--- config.mk ---
export PLATFORM = sky130hd
export DESIGN_NAME = jtdd_prog_sched
export DESIGN_NICKNAME = d
export VERILOG_FILES = /design/src/rtl/jtdd_prog_pkg.sv /design/src/rtl/jtdd_prog_fifo.sv /design/src/rtl/jtdd_prog_sched.sv
export SDC_FILE = /design/constraint.sdc
export NUM_CORES = 1
export LEC_CHECK = 0
export ABC_CLOCK_PERIOD_IN_PS = 11100
export CORE_MARGIN = 3
export CORE_UTILIZATION = 29
export CTS_BUF_LIST = sky130_fd_sc_hd__clkbuf_16
export CTS_CLUSTER_SIZE = 14
export DETAILED_ROUTE_END_ITERATION = 16
export GPL_TIMING_DRIVEN = 1
export PLACE_DENSITY_LB_ADDON = 0.08
export SYNTH_ARGS = -nofsm -noshare
export SYNTH_HDL_FRONTEND = slang
export SYNTH_SLANG_ARGS = --single-unit
export TNS_END_PERCENT = 10
--- constraint.sdc ---
create_clock -name clk -period 11.1 [get_ports clk]
set_clock_uncertainty 0.05 [all_clocks]
set_input_delay 1.665 -clock clk [delete_from_list [all_inputs] [get_ports clk]]
set_output_delay 1.665 -clock clk [all_outputs]
set_load 0.05 [all_outputs]
--- src/rtl/jtdd_prog_pkg.sv ---
`timescale 1ns/1ps
`default_nettype none
// ============================================================================
// jtdd_prog_pkg : shared widths and FSM encoding for the download scheduler
// Revision 1.0
// ============================================================================
package jtdd_prog_pkg;

  localparam int PKG_AW = 22;
  localparam int DATA_W = 8;
  localparam int MASK_W = 2;

  typedef enum logic [0:0] {
    ST_IDLE = 1'b0,
    ST_WAIT = 1'b1
  } state_t;

  // FIFO entry layout is {addr, data, mask}, MSB first
  function automatic int entry_w(input int aw);
    return aw + DATA_W + MASK_W;
  endfunction

endpackage
`default_nettype wire

--- src/rtl/jtdd_prog_fifo.sv ---
`timescale 1ns/1ps
`default_nettype none
// ============================================================================
// jtdd_prog_fifo : synchronous FIFO with registered full/empty flags
// Revision 1.0
// ============================================================================
module jtdd_prog_fifo #(
  parameter int W        = 32,
  parameter int DEPTH_L2 = 3
) (
  input  logic         clk,
  input  logic         rst_n,
  input  logic         push,
  input  logic [W-1:0] wdata,
  input  logic         pop,
  output logic [W-1:0] rdata,
  output logic         full,
  output logic         empty
);

  localparam int DEPTH = 1 << DEPTH_L2;

  logic [DEPTH_L2:0] wr_ptr_q, wr_ptr_d;
  logic [DEPTH_L2:0] rd_ptr_q, rd_ptr_d;
  logic              full_q, full_d;
  logic              empty_q, empty_d;
  logic              push_ok, pop_ok;
  logic [W-1:0]      mem_q [DEPTH];

  // Push is judged against the flag before any same-cycle pop
  always_comb begin
    push_ok  = push & ~full_q;
    pop_ok   = pop & ~empty_q;
    wr_ptr_d = wr_ptr_q + {{DEPTH_L2{1'b0}}, push_ok};
    rd_ptr_d = rd_ptr_q + {{DEPTH_L2{1'b0}}, pop_ok};
    empty_d  = (wr_ptr_d == rd_ptr_d);
    full_d   = (wr_ptr_d[DEPTH_L2] != rd_ptr_d[DEPTH_L2]) &&
               (wr_ptr_d[DEPTH_L2-1:0] == rd_ptr_d[DEPTH_L2-1:0]);
  end

  always_ff @(posedge clk) begin
    if (!rst_n) begin
      wr_ptr_q <= '0;
      rd_ptr_q <= '0;
      full_q   <= 1'b0;
      empty_q  <= 1'b1;
    end else begin
      wr_ptr_q <= wr_ptr_d;
      rd_ptr_q <= rd_ptr_d;
      full_q   <= full_d;
      empty_q  <= empty_d;
    end
  end

  always_ff @(posedge clk) begin
    if (push_ok) begin
      mem_q[wr_ptr_q[DEPTH_L2-1:0]] <= wdata;
    end
  end

  assign rdata = mem_q[rd_ptr_q[DEPTH_L2-1:0]];
  assign full  = full_q;
  assign empty = empty_q;

endmodule
`default_nettype wire

--- src/rtl/jtdd_prog_sched.sv ---
`timescale 1ns/1ps
`default_nettype none
// ============================================================================
// jtdd_prog_sched : queues ROM-download byte writes and issues them to SDRAM
// Revision 1.0
// ============================================================================
module jtdd_prog_sched
  import jtdd_prog_pkg::*;
#(
  parameter int AW       = PKG_AW,
  parameter int DEPTH_L2 = 3,
  parameter int TOUT     = 255
) (
  input  logic          clk,
  input  logic          rst_n,
  input  logic          downloading,
  input  logic [AW-1:0] prog_addr,
  input  logic [7:0]    prog_data,
  input  logic [1:0]    prog_mask,
  input  logic          prog_we,
  output logic [AW-1:0] sdram_addr,
  output logic [15:0]   sdram_din,
  output logic [1:0]    sdram_dqm,
  output logic          sdram_req,
  input  logic          sdram_ack,
  output logic          busy,
  output logic          done,
  output logic          overflow,
  output logic          timeout
);

  localparam int        EW        = entry_w(AW);
  localparam logic [7:0] TOUT_LAST = 8'(TOUT - 1);

  logic [EW-1:0] fifo_wdata, fifo_rdata;
  logic          fifo_pop, fifo_full, fifo_empty;
  logic [AW-1:0] head_addr;
  logic [7:0]    head_data;
  logic [1:0]    head_mask;

  state_t        state_q, state_d;
  logic          req_q, req_d;
  logic [AW-1:0] addr_q, addr_d;
  logic [15:0]   din_q, din_d;
  logic [1:0]    dqm_q, dqm_d;
  logic [7:0]    cnt_q, cnt_d;
  logic          overflow_q, overflow_d;
  logic          timeout_q, timeout_d;
  logic          dl_q, dl_d;
  logic          busy_q, busy_d;
  logic          busy_now;

  assign fifo_wdata = {prog_addr, prog_data, prog_mask};
  assign head_addr  = fifo_rdata[EW-1 -: AW];
  assign head_data  = fifo_rdata[MASK_W +: DATA_W];
  assign head_mask  = fifo_rdata[MASK_W-1:0];

  jtdd_prog_fifo #(
    .W        (EW),
    .DEPTH_L2 (DEPTH_L2)
  ) u_fifo (
    .clk   (clk),
    .rst_n (rst_n),
    .push  (prog_we),
    .wdata (fifo_wdata),
    .pop   (fifo_pop),
    .rdata (fifo_rdata),
    .full  (fifo_full),
    .empty (fifo_empty)
  );

  always_comb begin
    state_d    = state_q;
    req_d      = req_q;
    addr_d     = addr_q;
    din_d      = din_q;
    dqm_d      = dqm_q;
    cnt_d      = cnt_q;
    overflow_d = overflow_q;
    timeout_d  = timeout_q;
    fifo_pop   = 1'b0;
    dl_d       = downloading;

    // A new download window starts with clean error flags; a fresh event still wins
    if (downloading && !dl_q) begin
      overflow_d = 1'b0;
      timeout_d  = 1'b0;
    end
    if (prog_we && fifo_full) begin
      overflow_d = 1'b1;
    end

    case (state_q)
      ST_IDLE: begin
        if (!fifo_empty) begin
          fifo_pop = 1'b1;
          addr_d   = head_addr;
          din_d    = {head_data, head_data};
          dqm_d    = head_mask;
          req_d    = 1'b1;
          cnt_d    = 8'd0;
          state_d  = ST_WAIT;
        end
      end
      ST_WAIT: begin
        if (sdram_ack) begin
          req_d   = 1'b0;
          state_d = ST_IDLE;
        end else if (cnt_q == TOUT_LAST) begin
          req_d     = 1'b0;
          timeout_d = 1'b1;
          state_d   = ST_IDLE;
        end else begin
          cnt_d = cnt_q + 8'd1;
        end
      end
      default: state_d = ST_IDLE;
    endcase

    busy_now = downloading | ~fifo_empty | (state_q != ST_IDLE);
    busy_d   = busy_now;
  end

  always_ff @(posedge clk) begin
    if (!rst_n) begin
      state_q    <= ST_IDLE;
      req_q      <= 1'b0;
      addr_q     <= '0;
      din_q      <= '0;
      dqm_q      <= '0;
      cnt_q      <= '0;
      overflow_q <= 1'b0;
      timeout_q  <= 1'b0;
      dl_q       <= 1'b0;
      busy_q     <= 1'b0;
    end else begin
      state_q    <= state_d;
      req_q      <= req_d;
      addr_q     <= addr_d;
      din_q      <= din_d;
      dqm_q      <= dqm_d;
      cnt_q      <= cnt_d;
      overflow_q <= overflow_d;
      timeout_q  <= timeout_d;
      dl_q       <= dl_d;
      busy_q     <= busy_d;
    end
  end

  // busy low implies downloading low, so done can never fire inside a window
  assign busy       = busy_now;
  assign done       = busy_q & ~busy_now;
  assign sdram_req  = req_q;
  assign sdram_addr = addr_q;
  assign sdram_din  = din_q;
  assign sdram_dqm  = dqm_q;
  assign overflow   = overflow_q;
  assign timeout    = timeout_q;

endmodule
`default_nettype wire

==> results of run 1 <==
[worst paths after layout]
path / endpoint
worst max-delay path: busy
worst min-delay path: sdram_req
worst max register to register: sdram_addr[6]
worst min register to register: sdram_req
[synthesized netlist by cell type (2+ instances only)]
| cell | instances |
|---|---|
| buf_1 | 3 |
| buf_2 | 9 |
| inv_1 | 4 |
| a22oi_1 | 2 |
| xor2_1 | 7 |
| xnor2_1 | 2 |
| or4_1 | 2 |
| o21a_1 | 5 |
| a21oi_1 | 34 |
| and3_1 | 3 |
| ha_1 | 6 |
| buf_4 | 14 |
| dfxtp_1 | 56 |
| nor2_1 | 19 |
| o21ai_0 | 34 |
| and2_1 | 7 |
| nor3_1 | 4 |
| mux2i_1 | 33 |
| nand2b_1 | 4 |
| mux4_2 | 64 |
| clkbuf_1 | 12 |
| edfxtp_1 | 256 |
| nand2_1 | 8 |
| nand3_1 | 7 |
[report_power, final]
group	switching [mW]	internal [mW]
registers	0.0572	1.35
logic	0.472	0.330
clock network	0.473	0.750
[stage by stage]
stage                     cells  total power, mW   util
after floorplan             613             2.02      -
after CTS                  1256             3.50  0.360
after detailed placement   1188             2.26  0.329
final                      1256             3.43  0.360
after global routing       1256             3.60  0.360
after global placement     1188             2.25  0.329
[cell type report]
cell class,instances,area share
timing repair buffer,89,0.0602
inverter,5,0.00131
multi-input combinational,257,0.193
tap,525,0.0457
clock inverter,31,0.0220
sequential,312,0.613
clock buffer,37,0.0644
[cell families (layout without fill, tap and decap cells)]
kind of cell	count (synthesis)	in the layout	synth area share
flip-flops	312	312	0.749
multiplexers	97	97	0.151
AO/OA/AOI/OAI	86	86	0.0419
AND/OR/NAND/NOR	59	59	0.0256
buffers and inverters	44	162	0.0196
XOR/XNOR	9	9	0.00670
adder cells (fa/ha/maj)	6	6	0.00638
[worst min-delay path: stages, from the launching register on]
cell,delay [ps]
dfxtp_1,310
nand2_1,50
o22ai_1,60
[layer usage]
metal | global-route usage | up-vias | routed length (um)
met5 | 0 | - | 20
met4 | 0.0358 | 2 | 606
met3 | 0.0255 | 52 | 943
met2 | 0.202 | 90 | 12700
met1 | 0.149 | 2941 | 11100
li1 | - | 2642 | -
[state kept, by name, summed over array words and instances (netlist names)]
register / flops
u_fifo.wr_ptr_q: 4
sdram_din: 8
u_fifo.rd_ptr_q: 4
timeout: 1
dl_q: 1
sdram_dqm: 2
u_fifo.full: 1
overflow: 1
state_q: 1
busy_q: 1
u_fifo.empty: 1
sdram_addr: 22
sdram_req: 1
cnt_q: 8
u_fifo.mem_q: 256
==> results_tabular.tex, run 1 <==
\begin{tabular}{lr}
\hline
Metric & Value \\
\hline
\multicolumn{2}{l}{\textbf{Synth}} \\
Number of flip-flops and latches in the synthesized netlist & 312 \\
Biggest area contributors in the synthesized netlist & edfxtp\_1 65\%, mux4\_2 12\%, dfxtp\_1 9.5\% \\
Avg Synthesized Cell Area & 19.2 sq um \\
Synthesis warning total & 0 \\
Mapped Area & $\sim$12000 sq um \\
Post-synthesis async set-or-reset flop share & 0 \\
Unique masters post-synth & 42 \\
Register area share after synthesis & 0.749 \\
Cell type with the highest aggregate area in the netlist & edfxtp\_1 \\
Share of the synthesized area in the top cell type & 0.654 \\
Post-synthesis instance total & between 600 and 700 \\
Ys flop type & edfxtp\_1 \\
Post-synth EDFFs & about 260 \\
Syn\_nets & $\sim$660 \\
\multicolumn{2}{l}{\textbf{Global routing}} \\
Global-route wire length before repair & $\sim$39 mm \\
Via count of the first global-routing pass & a little over 6000 \\
Initial antenna violation count & 1 \\
Overall global routing resource usage & 0.117 \\
Pin count of the biggest net entering global routing & 67 \\
Overflow left after global routing & 0 \\
\multicolumn{2}{l}{\textbf{Critical path}} \\
Worst reg2reg startpoint & u\_fifo.rd\_ptr\_q[0] \\
CP Class & in -> out \\
Arrival @ worst endpoint & 3240 ps \\
Reg2Reg Depth & 4 \\
Slowest-stage cell, CP & clkdlybuf4s50\_1 \\
Worst path buffer plus inverter count & 3 \\
Series of cell instances along the critical path & clkdlybuf4s50\_1 > nor2\_1 > and2\_1 > inv\_1 > clkdlybuf4s50\_1 \\
Launching element type of the critical path & input port \\
Timing startpoint of the critical path & downloading \\
Required time at the endpoint of the critical path & between 9000 and 10000 ps \\
Maximum single-stage delay on the critical path & slightly below 800 ps \\
Cell depth of the worst setup path & 5 \\
Top cell family by delay on the critical path & buffers and inverters \\
Crit. End Element & primary output \\
Critical-path maximum fanout & 3 \\
Register-to-register setup slack & 8370 ps \\
Cell mode on critical path & clkdlybuf4s50\_1 \\
\multicolumn{2}{l}{\textbf{Cells and area}} \\
Proportion of layout cells with a drive suffix above 1 & 0.196 \\
Most common library cell in the layout ignoring fill and taps & edfxtp\_1 \\
Area overhead of the layout relative to synthesis & 22.3\% \\
N\_diodes & 0 \\
Final design instance area without fill & 14400 sq um \\
Commonest non-fill, non-tap cells in the layout & 256 x edfxtp\_1, 80 x clkdlybuf4s50\_1, 64 x mux4\_2, 53 x dfxtp\_1, 37 x clkbuf\_16 \\
Combined flip-flop and latch cell area & 8820 sq um \\
Area of combinational cells with multiple inputs & 2780 sq um \\
Final net count & 745 \\
Filler cell count in the final layout & around 3700 \\
\multicolumn{2}{l}{\textbf{Place}} \\
Worst slack at placement & roughly 6000 ps \\
Port-buffer cells & 81 \\
Routability congestion estimate from global placement & approximately 0.68 \\
Placed instance area & between 10000 and 15000 sq um \\
Detailed placement HPWL & 13.5 mm \\
\multicolumn{2}{l}{\textbf{Floorplan}} \\
Initial standard-cell utilization of the core & 0.295 \\
Standard-cell rows & 73 \\
Overall die area & about 43000 sq um \\
Height of the chip & 207 um \\
Die width & between 200 and 250 um \\
Count of pins on the block boundary & 82 \\
Placeable core region & 39900 sq um \\
\multicolumn{2}{l}{\textbf{Worst hold path}} \\
Type of the most critical hold path & reg -> reg \\
Hold path cells & 2 \\
Worst Hold Launch & sdram\_req \\
\multicolumn{2}{l}{\textbf{Route}} \\
Number of antenna-violating nets in the routed design & 0 \\
DRC errors left & 0 \\
Number of iterations in the first detailed-routing pass & 4 \\
Initial drt markers & around 280 \\
Post-DR wirelength/cell & $\sim$20 um \\
Post-detailed-route via-to-cell ratio & 4.56 \\
Wire length reported by the detailed router & 25.3 mm \\
Routed vias & 5727 \\
\multicolumn{2}{l}{\textbf{STA}} \\
Portion of the clock cycle consumed by the worst path in the final layout & 0.447 \\
Final number of max-transition violations & 0 \\
Setup TNS & 0 ps \\
RSZ-0062 raised after global routing & no \\
Final setup vio count & 0 \\
Final critical delay including setup and external delays & 4960 ps \\
Worst relative slew slack & 0.182 \\
Post-route worst hold slack & $\sim$420 ps \\
Achievable Freq & between 200 and 250 MHz \\
Worst path setup slack after routing & 6140 ps \\
Final hold violation count & 0 \\
Worst Tran Pin Value & between 1000 and 1500 ps \\
\multicolumn{2}{l}{\textbf{Power}} \\
P\_leak & $\sim$4.5 nW \\
Worst IR Drop VDD & roughly 0.11 mV \\
Total power density per cell area & between 200 and 250 nW/um\^{}2 \\
\multicolumn{2}{l}{\textbf{Clock network}} \\
Post-CTS Hold Fix Bufs & 0 \\
Number of clock sinks & between 300 and 400 \\
Clock transition time at the flip-flop clock pins of the worst setup and hold paths & 50 ps \\
TritonCTS buffer count & 37 \\
Later-pin clock latency in the skew report & between 500 and 600 ps \\
Resized cells post-CTS & 0 \\
Post CTS Setup Buffer Count & 0 \\
CTS HTree Levels & 2 \\
Clock tree from TritonCTS & done \\
Root Driver & clkbuf\_16 \\
Largest buffer count on any clock path & 3 \\
\multicolumn{2}{l}{\textbf{Job}} \\
Max-capacitance violation count & 0 \\
\multicolumn{2}{l}{\textbf{Run status}} \\
Status & complete, no violations \\
\hline
\end{tabular}
Power figures use the tool's default switching activity.
==> inputs of run 2 (changes only) <==
--- a/config.mk
+++ b/config.mk
@@ -5,7 +5,7 @@
 export SDC_FILE = /design/constraint.sdc
 export NUM_CORES = 1
 export LEC_CHECK = 0
-export ABC_CLOCK_PERIOD_IN_PS = 11100
+export ABC_CLOCK_PERIOD_IN_PS = 5100
 export CORE_MARGIN = 3
 export CORE_UTILIZATION = 29
 export CTS_BUF_LIST = sky130_fd_sc_hd__clkbuf_16
==> constraint.sdc (replaced) <==
create_clock -name clk -period 5.1 [get_ports clk]
set_clock_uncertainty 0.05 [all_clocks]
set_input_delay 0.765 -clock clk [delete_from_list [all_inputs] [get_ports clk]]
set_output_delay 0.765 -clock clk [all_outputs]
set_load 0.05 [all_outputs]
==> results_tabular.tex, run 2 (same netlist as run 1, synthesis figures left out) <==
\begin{tabular}{lr}
\hline
Metric & Value \\
\hline
\multicolumn{2}{l}{\textbf{Run status}} \\
Status & complete, no violations (unchanged) \\
\multicolumn{2}{l}{\textbf{Route}} \\
Number of iterations in the first detailed-routing pass & 4 (unchanged) \\
Number of antenna-violating nets in the routed design & 0 (unchanged) \\
Post-detailed-route via-to-cell ratio & 4.61 (was 4.56) \\
DRC errors left & 0 (unchanged) \\
Wire length reported by the detailed router & 25.5 mm (was 25.3 mm) \\
Post-DR wirelength/cell & 20.4 um (was 20.2 um) \\
Routed vias & 5773 (was 5727) \\
Initial drt markers & 282 (was 277) \\
\multicolumn{2}{l}{\textbf{Clock network}} \\
Root Driver & clkbuf\_16 (unchanged) \\
Post-CTS Hold Fix Bufs & 0 (unchanged) \\
Clock tree from TritonCTS & done (unchanged) \\
CTS HTree Levels & 2 (unchanged) \\
Resized cells post-CTS & 0 (unchanged) \\
Post CTS Setup Buffer Count & 0 (unchanged) \\
Number of clock sinks & 312 (unchanged) \\
Later-pin clock latency in the skew report & 510 ps (was 520 ps) \\
Clock transition time at the flip-flop clock pins of the worst setup and hold paths & 60 ps (was 50 ps) \\
Largest buffer count on any clock path & 3 (unchanged) \\
TritonCTS buffer count & 36 (was 37) \\
\multicolumn{2}{l}{\textbf{Power}} \\
Worst IR Drop VDD & 0.203 mV (was 0.112 mV) \\
Total power density per cell area & 515 nW/um\^{}2 (was 239 nW/um\^{}2) \\
P\_leak & 4.47 nW (was 4.52 nW) \\
\multicolumn{2}{l}{\textbf{Critical path}} \\
Critical-path maximum fanout & 3 (unchanged) \\
Launching element type of the critical path & input port (unchanged) \\
Arrival @ worst endpoint & 2340 ps (was 3240 ps) \\
CP Class & in -> out (unchanged) \\
Required time at the endpoint of the critical path & 4280 ps (was 9390 ps) \\
Crit. End Element & primary output (unchanged) \\
\multicolumn{2}{l}{\textbf{STA}} \\
Final setup vio count & 0 (unchanged) \\
Setup TNS & 0 ps (unchanged) \\
RSZ-0062 raised after global routing & no (unchanged) \\
Final number of max-transition violations & 0 (unchanged) \\
Portion of the clock cycle consumed by the worst path in the final layout & 0.619 \\
Final critical delay including setup and external delays & around 3200 ps \\
Worst Tran Pin Value & 1190 ps (was 1220 ps) \\
Final hold violation count & 0 (unchanged) \\
Achievable Freq & about 320 MHz \\
Worst relative slew slack & 0.207 (was 0.182) \\
\multicolumn{2}{l}{\textbf{Global routing}} \\
Initial antenna violation count & 0 (was 1) \\
Global-route wire length before repair & 39.3 mm (was 38.7 mm) \\
Via count of the first global-routing pass & 6199 (was 6211) \\
Overflow left after global routing & 0 (unchanged) \\
Overall global routing resource usage & 0.119 (was 0.117) \\
Pin count of the biggest net entering global routing & 68 (was 67) \\
\multicolumn{2}{l}{\textbf{Floorplan}} \\
Overall die area & 43000 sq um (unchanged) \\
Height of the chip & 207 um (unchanged) \\
Standard-cell rows & 73 (unchanged) \\
Die width & 207 um (unchanged) \\
Count of pins on the block boundary & 82 (unchanged) \\
Initial standard-cell utilization of the core & 0.295 (unchanged) \\
Placeable core region & 39900 sq um (unchanged) \\
\multicolumn{2}{l}{\textbf{Cells and area}} \\
Area overhead of the layout relative to synthesis & 21.7\% (was 22.3\%) \\
Final net count & 743 (was 745) \\
Most common library cell in the layout ignoring fill and taps & edfxtp\_1 (unchanged) \\
Number of flip-flops in the largest register & 256 (unchanged) \\
Final Util & 0.359 (was 0.360) \\
Commonest non-fill, non-tap cells in the layout & 256 x edfxtp\_1, 80 x clkdlybuf4s50\_1, 64 x mux4\_2, 53 x dfxtp\_1, 37 x clkbuf\_16 (unchanged) \\
Filler cell count in the final layout & 3699 (was 3694) \\
Final design instance area without fill & 14300 sq um (was 14400 sq um) \\
Final std cells w/o fill & 1251 (was 1256) \\
N\_diodes & 0 (unchanged) \\
Proportion of layout cells with a drive suffix above 1 & 0.193 (was 0.196) \\
\multicolumn{2}{l}{\textbf{Place}} \\
Routability congestion estimate from global placement & 0.685 (was 0.682) \\
Detailed placement HPWL & 14.3 mm (was 13.5 mm) \\
Placed instance area & 13100 sq um (about the same) \\
Port-buffer cells & 81 (unchanged) \\
\# placed instances & 1187 (was 1188) \\
\multicolumn{2}{l}{\textbf{Worst hold path}} \\
Type of the most critical hold path & reg -> reg (unchanged) \\
\multicolumn{2}{l}{\textbf{Job}} \\
Max-capacitance violation count & 0 (unchanged) \\
\hline
\end{tabular}
[run 2: cell count changes in the layout (fill, tap and decap cells not counted)]
cell / change
clkinvlp_4: +4
clkinv_1: -3
clkinv_2: -2
clkinv_8: -2
buf_4: -1
bufinv_16: -1
inv_1: +1
inv_6: -1
[run 2: area by class of cell]
cell class | instances | area [sq um] | area share
Inverter | 5 | 18.8 | 0.00131
Sequential cell | 312 | 8820 | 0.616
Tap cell | 525 | 657 | 0.0459
Clock buffer | 37 | 926 | 0.0647
Timing Repair Buffer | 88 | 858 | 0.0600
Clock inverter | 27 | 258 | 0.0180
Multi-Input combinational cell | 257 | 2780 | 0.194
[run 2: path summary, 6_finish.rpt]
path	from	end	slack (ps)	cells after the start
min reg2reg	sdram_req	sdram_req	430	2
max reg2reg	u_fifo.rd_ptr_q[0]	sdram_addr[3]	2620	4
min	sdram_req	sdram_req	430	2
max	downloading	busy	1940	5
[run 2: where the power goes]
part | switching (mW) | total (mW) | internal [mW]
Combinational | 0.937 | 1.66 | 0.720
Sequential | 0.227 | 3.16 | 2.93
Clock | 0.991 | 2.56 | 1.57
Total | 2.16 | 7.38 | 5.22
[run 2: stage by stage]
stage / setup WS (ps) / hold slack [ps] / total power [mW]
6_report: 1940 / 428 / 7.38
5_1_grt: 1910 / 472 / 7.74
4_1_cts: 1940 / 429 / 7.54
3_5_place_dp: 1730 / 421 / 4.93
3_3_place_gp: 1760 / 410 / 4.92
2_1_floorplan: 1310 / 412 / 4.39
[run 2: critical path: stages]
cell and delay, ps:
clkdlybuf4s50_1 500, nor2_1 60, and2_1 170, inv_1 50, clkdlybuf4s50_1 800
[run 2: metal layers]
layer  vias up  track usage  share of wire
li1       2639            -              -
met5         -            0              0
met3        44       0.0227          0.035
met1      2975        0.152           0.44
met4         0       0.0391          0.024
met2       115        0.206           0.51
==> inputs of run 3 (changes only) <==
--- a/config.mk
+++ b/config.mk
@@ -5,7 +5,7 @@
 export SDC_FILE = /design/constraint.sdc
 export NUM_CORES = 1
 export LEC_CHECK = 0
-export ABC_CLOCK_PERIOD_IN_PS = 5100
+export ABC_CLOCK_PERIOD_IN_PS = 2600
 export CORE_MARGIN = 3
 export CORE_UTILIZATION = 29
 export CTS_BUF_LIST = sky130_fd_sc_hd__clkbuf_16
==> constraint.sdc (replaced) <==
create_clock -name clk -period 2.6 [get_ports clk]
set_clock_uncertainty 0.05 [all_clocks]
set_input_delay 0.39 -clock clk [delete_from_list [all_inputs] [get_ports clk]]
set_output_delay 0.39 -clock clk [all_outputs]
set_load 0.05 [all_outputs]
==> results_tabular.tex, run 3 (same netlist as run 1, synthesis figures left out) <==
\begin{tabular}{lr}
\hline
Metric & Value \\
\hline
\multicolumn{2}{l}{\textbf{Route}} \\
Post-detailed-route via-to-cell ratio & 4.56 (was 4.61) \\
Wire length reported by the detailed router & 26.0 mm (was 25.5 mm) \\
Routed vias & 5842 (was 5773) \\
Number of antenna-violating nets in the routed design & 0 (unchanged) \\
Initial drt markers & 251 (was 282) \\
Number of iterations in the first detailed-routing pass & 4 (unchanged) \\
Post-DR wirelength/cell & 20.3 um (was 20.4 um) \\
DRC errors left & 0 (unchanged) \\
\multicolumn{2}{l}{\textbf{Cells and area}} \\
Area overhead of the layout relative to synthesis & 23.9\% (was 21.7\%) \\
Number of flip-flops in the largest register & 256 (unchanged) \\
Combined flip-flop and latch cell area & 8820 sq um (about the same) \\
Filler cell count in the final layout & 3670 (was 3699) \\
Proportion of layout cells with a drive suffix above 1 & 0.226 (was 0.193) \\
Most common library cell in the layout ignoring fill and taps & edfxtp\_1 (unchanged) \\
Final net count & 771 (was 743) \\
Final Util & 0.365 (was 0.359) \\
N\_diodes & 0 (unchanged) \\
Commonest non-fill, non-tap cells in the layout & 256 x edfxtp\_1, 78 x clkdlybuf4s50\_1, 64 x mux4\_2, 53 x dfxtp\_1, 38 x clkbuf\_16 (was 256 x edfxtp\_1, 80 x clkdlybuf4s50\_1, 64 x mux4\_2, 53 x dfxtp\_1, 37 x clkbuf\_16) \\
Area of combinational cells with multiple inputs & 2780 sq um (about the same) \\
\multicolumn{2}{l}{\textbf{STA}} \\
Final number of max-transition violations & 0 (unchanged) \\
Final hold violation count & 0 (unchanged) \\
RSZ-0062 raised after global routing & no (unchanged) \\
Worst relative slew slack & 0.651 (was 0.207) \\
Setup TNS & 0 ps (unchanged) \\
Achievable Freq & about 470 MHz \\
Worst path setup slack after routing & 476 ps (was 1940 ps) \\
Portion of the clock cycle consumed by the worst path in the final layout & 0.817 \\
Final critical delay including setup and external delays & about 2100 ps \\
Final setup vio count & 0 (unchanged) \\
Worst Tran Pin Value & 523 ps (was 1190 ps) \\
\multicolumn{2}{l}{\textbf{Floorplan}} \\
Standard-cell rows & 73 (unchanged) \\
Overall die area & 43000 sq um (unchanged) \\
Count of pins on the block boundary & 82 (unchanged) \\
Placeable core region & 39900 sq um (unchanged) \\
Die width & 207 um (unchanged) \\
Height of the chip & 207 um (unchanged) \\
Initial standard-cell utilization of the core & 0.295 (unchanged) \\
\multicolumn{2}{l}{\textbf{Global routing}} \\
Overflow left after global routing & 0 (unchanged) \\
Global-route wire length before repair & 40.3 mm (was 39.3 mm) \\
Pin count of the biggest net entering global routing & 37 (was 68) \\
Initial antenna violation count & 0 (unchanged) \\
Via count of the first global-routing pass & 6469 (was 6199) \\
Overall global routing resource usage & 0.122 (was 0.119) \\
\multicolumn{2}{l}{\textbf{Critical path}} \\
Launching element type of the critical path & flop (was input port) \\
Worst reg2reg startpoint & state\_q (was u\_fifo.rd\_ptr\_q[0]) \\
Arrival @ worst endpoint & 1680 ps (was 2340 ps) \\
CP Class & reg -> out (was in -> out) \\
Maximum single-stage delay on the critical path & 820 ps (was 800 ps) \\
Required time at the endpoint of the critical path & 2160 ps (was 4280 ps) \\
Critical-path maximum fanout & 2 (was 3) \\
Crit. End Element & primary output (unchanged) \\
Worst path buffer plus inverter count & 1 (was 3) \\
Series of cell instances along the critical path & clkdlybuf4s50\_1 (was clkdlybuf4s50\_1 > nor2\_1 > and2\_1 > inv\_1 > clkdlybuf4s50\_1) \\
Top cell family by delay on the critical path & buffers and inverters (unchanged) \\
Timing startpoint of the critical path & overflow (was downloading) \\
Slowest-stage cell, CP & clkdlybuf4s50\_1 (unchanged) \\
\multicolumn{2}{l}{\textbf{Place}} \\
Port-buffer cells & 81 (unchanged) \\
Routability congestion estimate from global placement & 0.715 (was 0.685) \\
Detailed placement HPWL & 16.0 mm (was 14.3 mm) \\
Worst slack at placement & 163 ps (was 1730 ps) \\
\multicolumn{2}{l}{\textbf{Power}} \\
Total power density per cell area & 973 nW/um\^{}2 (was 515 nW/um\^{}2) \\
Power, Total & 14.2 mW (was 7.38 mW) \\
Worst IR Drop VDD & 0.464 mV (was 0.203 mV) \\
P\_leak & 4.63 nW (was 4.47 nW) \\
\multicolumn{2}{l}{\textbf{Clock network}} \\
Post-CTS Hold Fix Bufs & 0 (unchanged) \\
Resized cells post-CTS & 0 (unchanged) \\
Number of clock sinks & 312 (unchanged) \\
TritonCTS buffer count & 37 (was 36) \\
Clock tree from TritonCTS & done (unchanged) \\
Post CTS Setup Buffer Count & 0 (unchanged) \\
Later-pin clock latency in the skew report & 520 ps (was 510 ps) \\
Largest buffer count on any clock path & 3 (unchanged) \\
Clock transition time at the flip-flop clock pins of the worst setup and hold paths & 50 ps (was 60 ps) \\
CTS HTree Levels & 2 (unchanged) \\
Root Driver & clkbuf\_16 (unchanged) \\
\multicolumn{2}{l}{\textbf{Worst hold path}} \\
Worst Hold Launch & rst\_n (was sdram\_req) \\
Type of the most critical hold path & in -> reg (was reg -> reg) \\
\multicolumn{2}{l}{\textbf{Job}} \\
Max-capacitance violation count & 0 (unchanged) \\
\multicolumn{2}{l}{\textbf{Run status}} \\
Status & complete, no violations (unchanged) \\
\hline
\end{tabular}
-- run 3: final cells by class --
| type | instances | area share |
|---|---|---|
| multi-input combinational | 257 | 0.191 |
| sequential | 312 | 0.605 |
| tap | 525 | 0.0451 |
| clock buffer | 38 | 0.0653 |
| inverter | 5 | 0.00129 |
| timing repair buffer | 115 | 0.0820 |
| clock inverter | 29 | 0.0101 |
-- run 3: final timing paths --
check | endpoint | slack (ps) | cells past startpoint
worst max-delay path | overflow | 480 | 1
worst min-delay path | cnt_q[1] | 220 | 2
worst max register to register | cnt_q[5] | 590 | 6
worst min register to register | sdram_req | 430 | 2
-- run 3: through the flow --
step / instance area (sq um) / hold WS [ps] / std cells
after detailed placement: 13500 / 411 / 1214
after floorplan: 11800 / 412 / 613
final: 14600 / 224 / 1281
after global routing: 14600 / 224 / 1281
after global placement: 13500 / 407 / 1214
after CTS: 14600 / 210 / 1281
-- run 3: layer usage --
metal	track usage	part of all wire	vias to the layer above	routed length, um
li1	-	-	2691	-
met1	0.158	0.43	3013	11100
met2	0.208	0.51	99	13200
met3	0.0249	0.043	39	1110
met4	0.0363	0.022	0	585
met5	0	0	-	0
-- run 3: where the power goes --
part	total, mW	internal (mW)	switching, mW
logic	3.57	1.51	2.06
registers	6.01	5.75	0.252
clock network	4.60	2.65	1.95
total	14.2	9.91	4.26
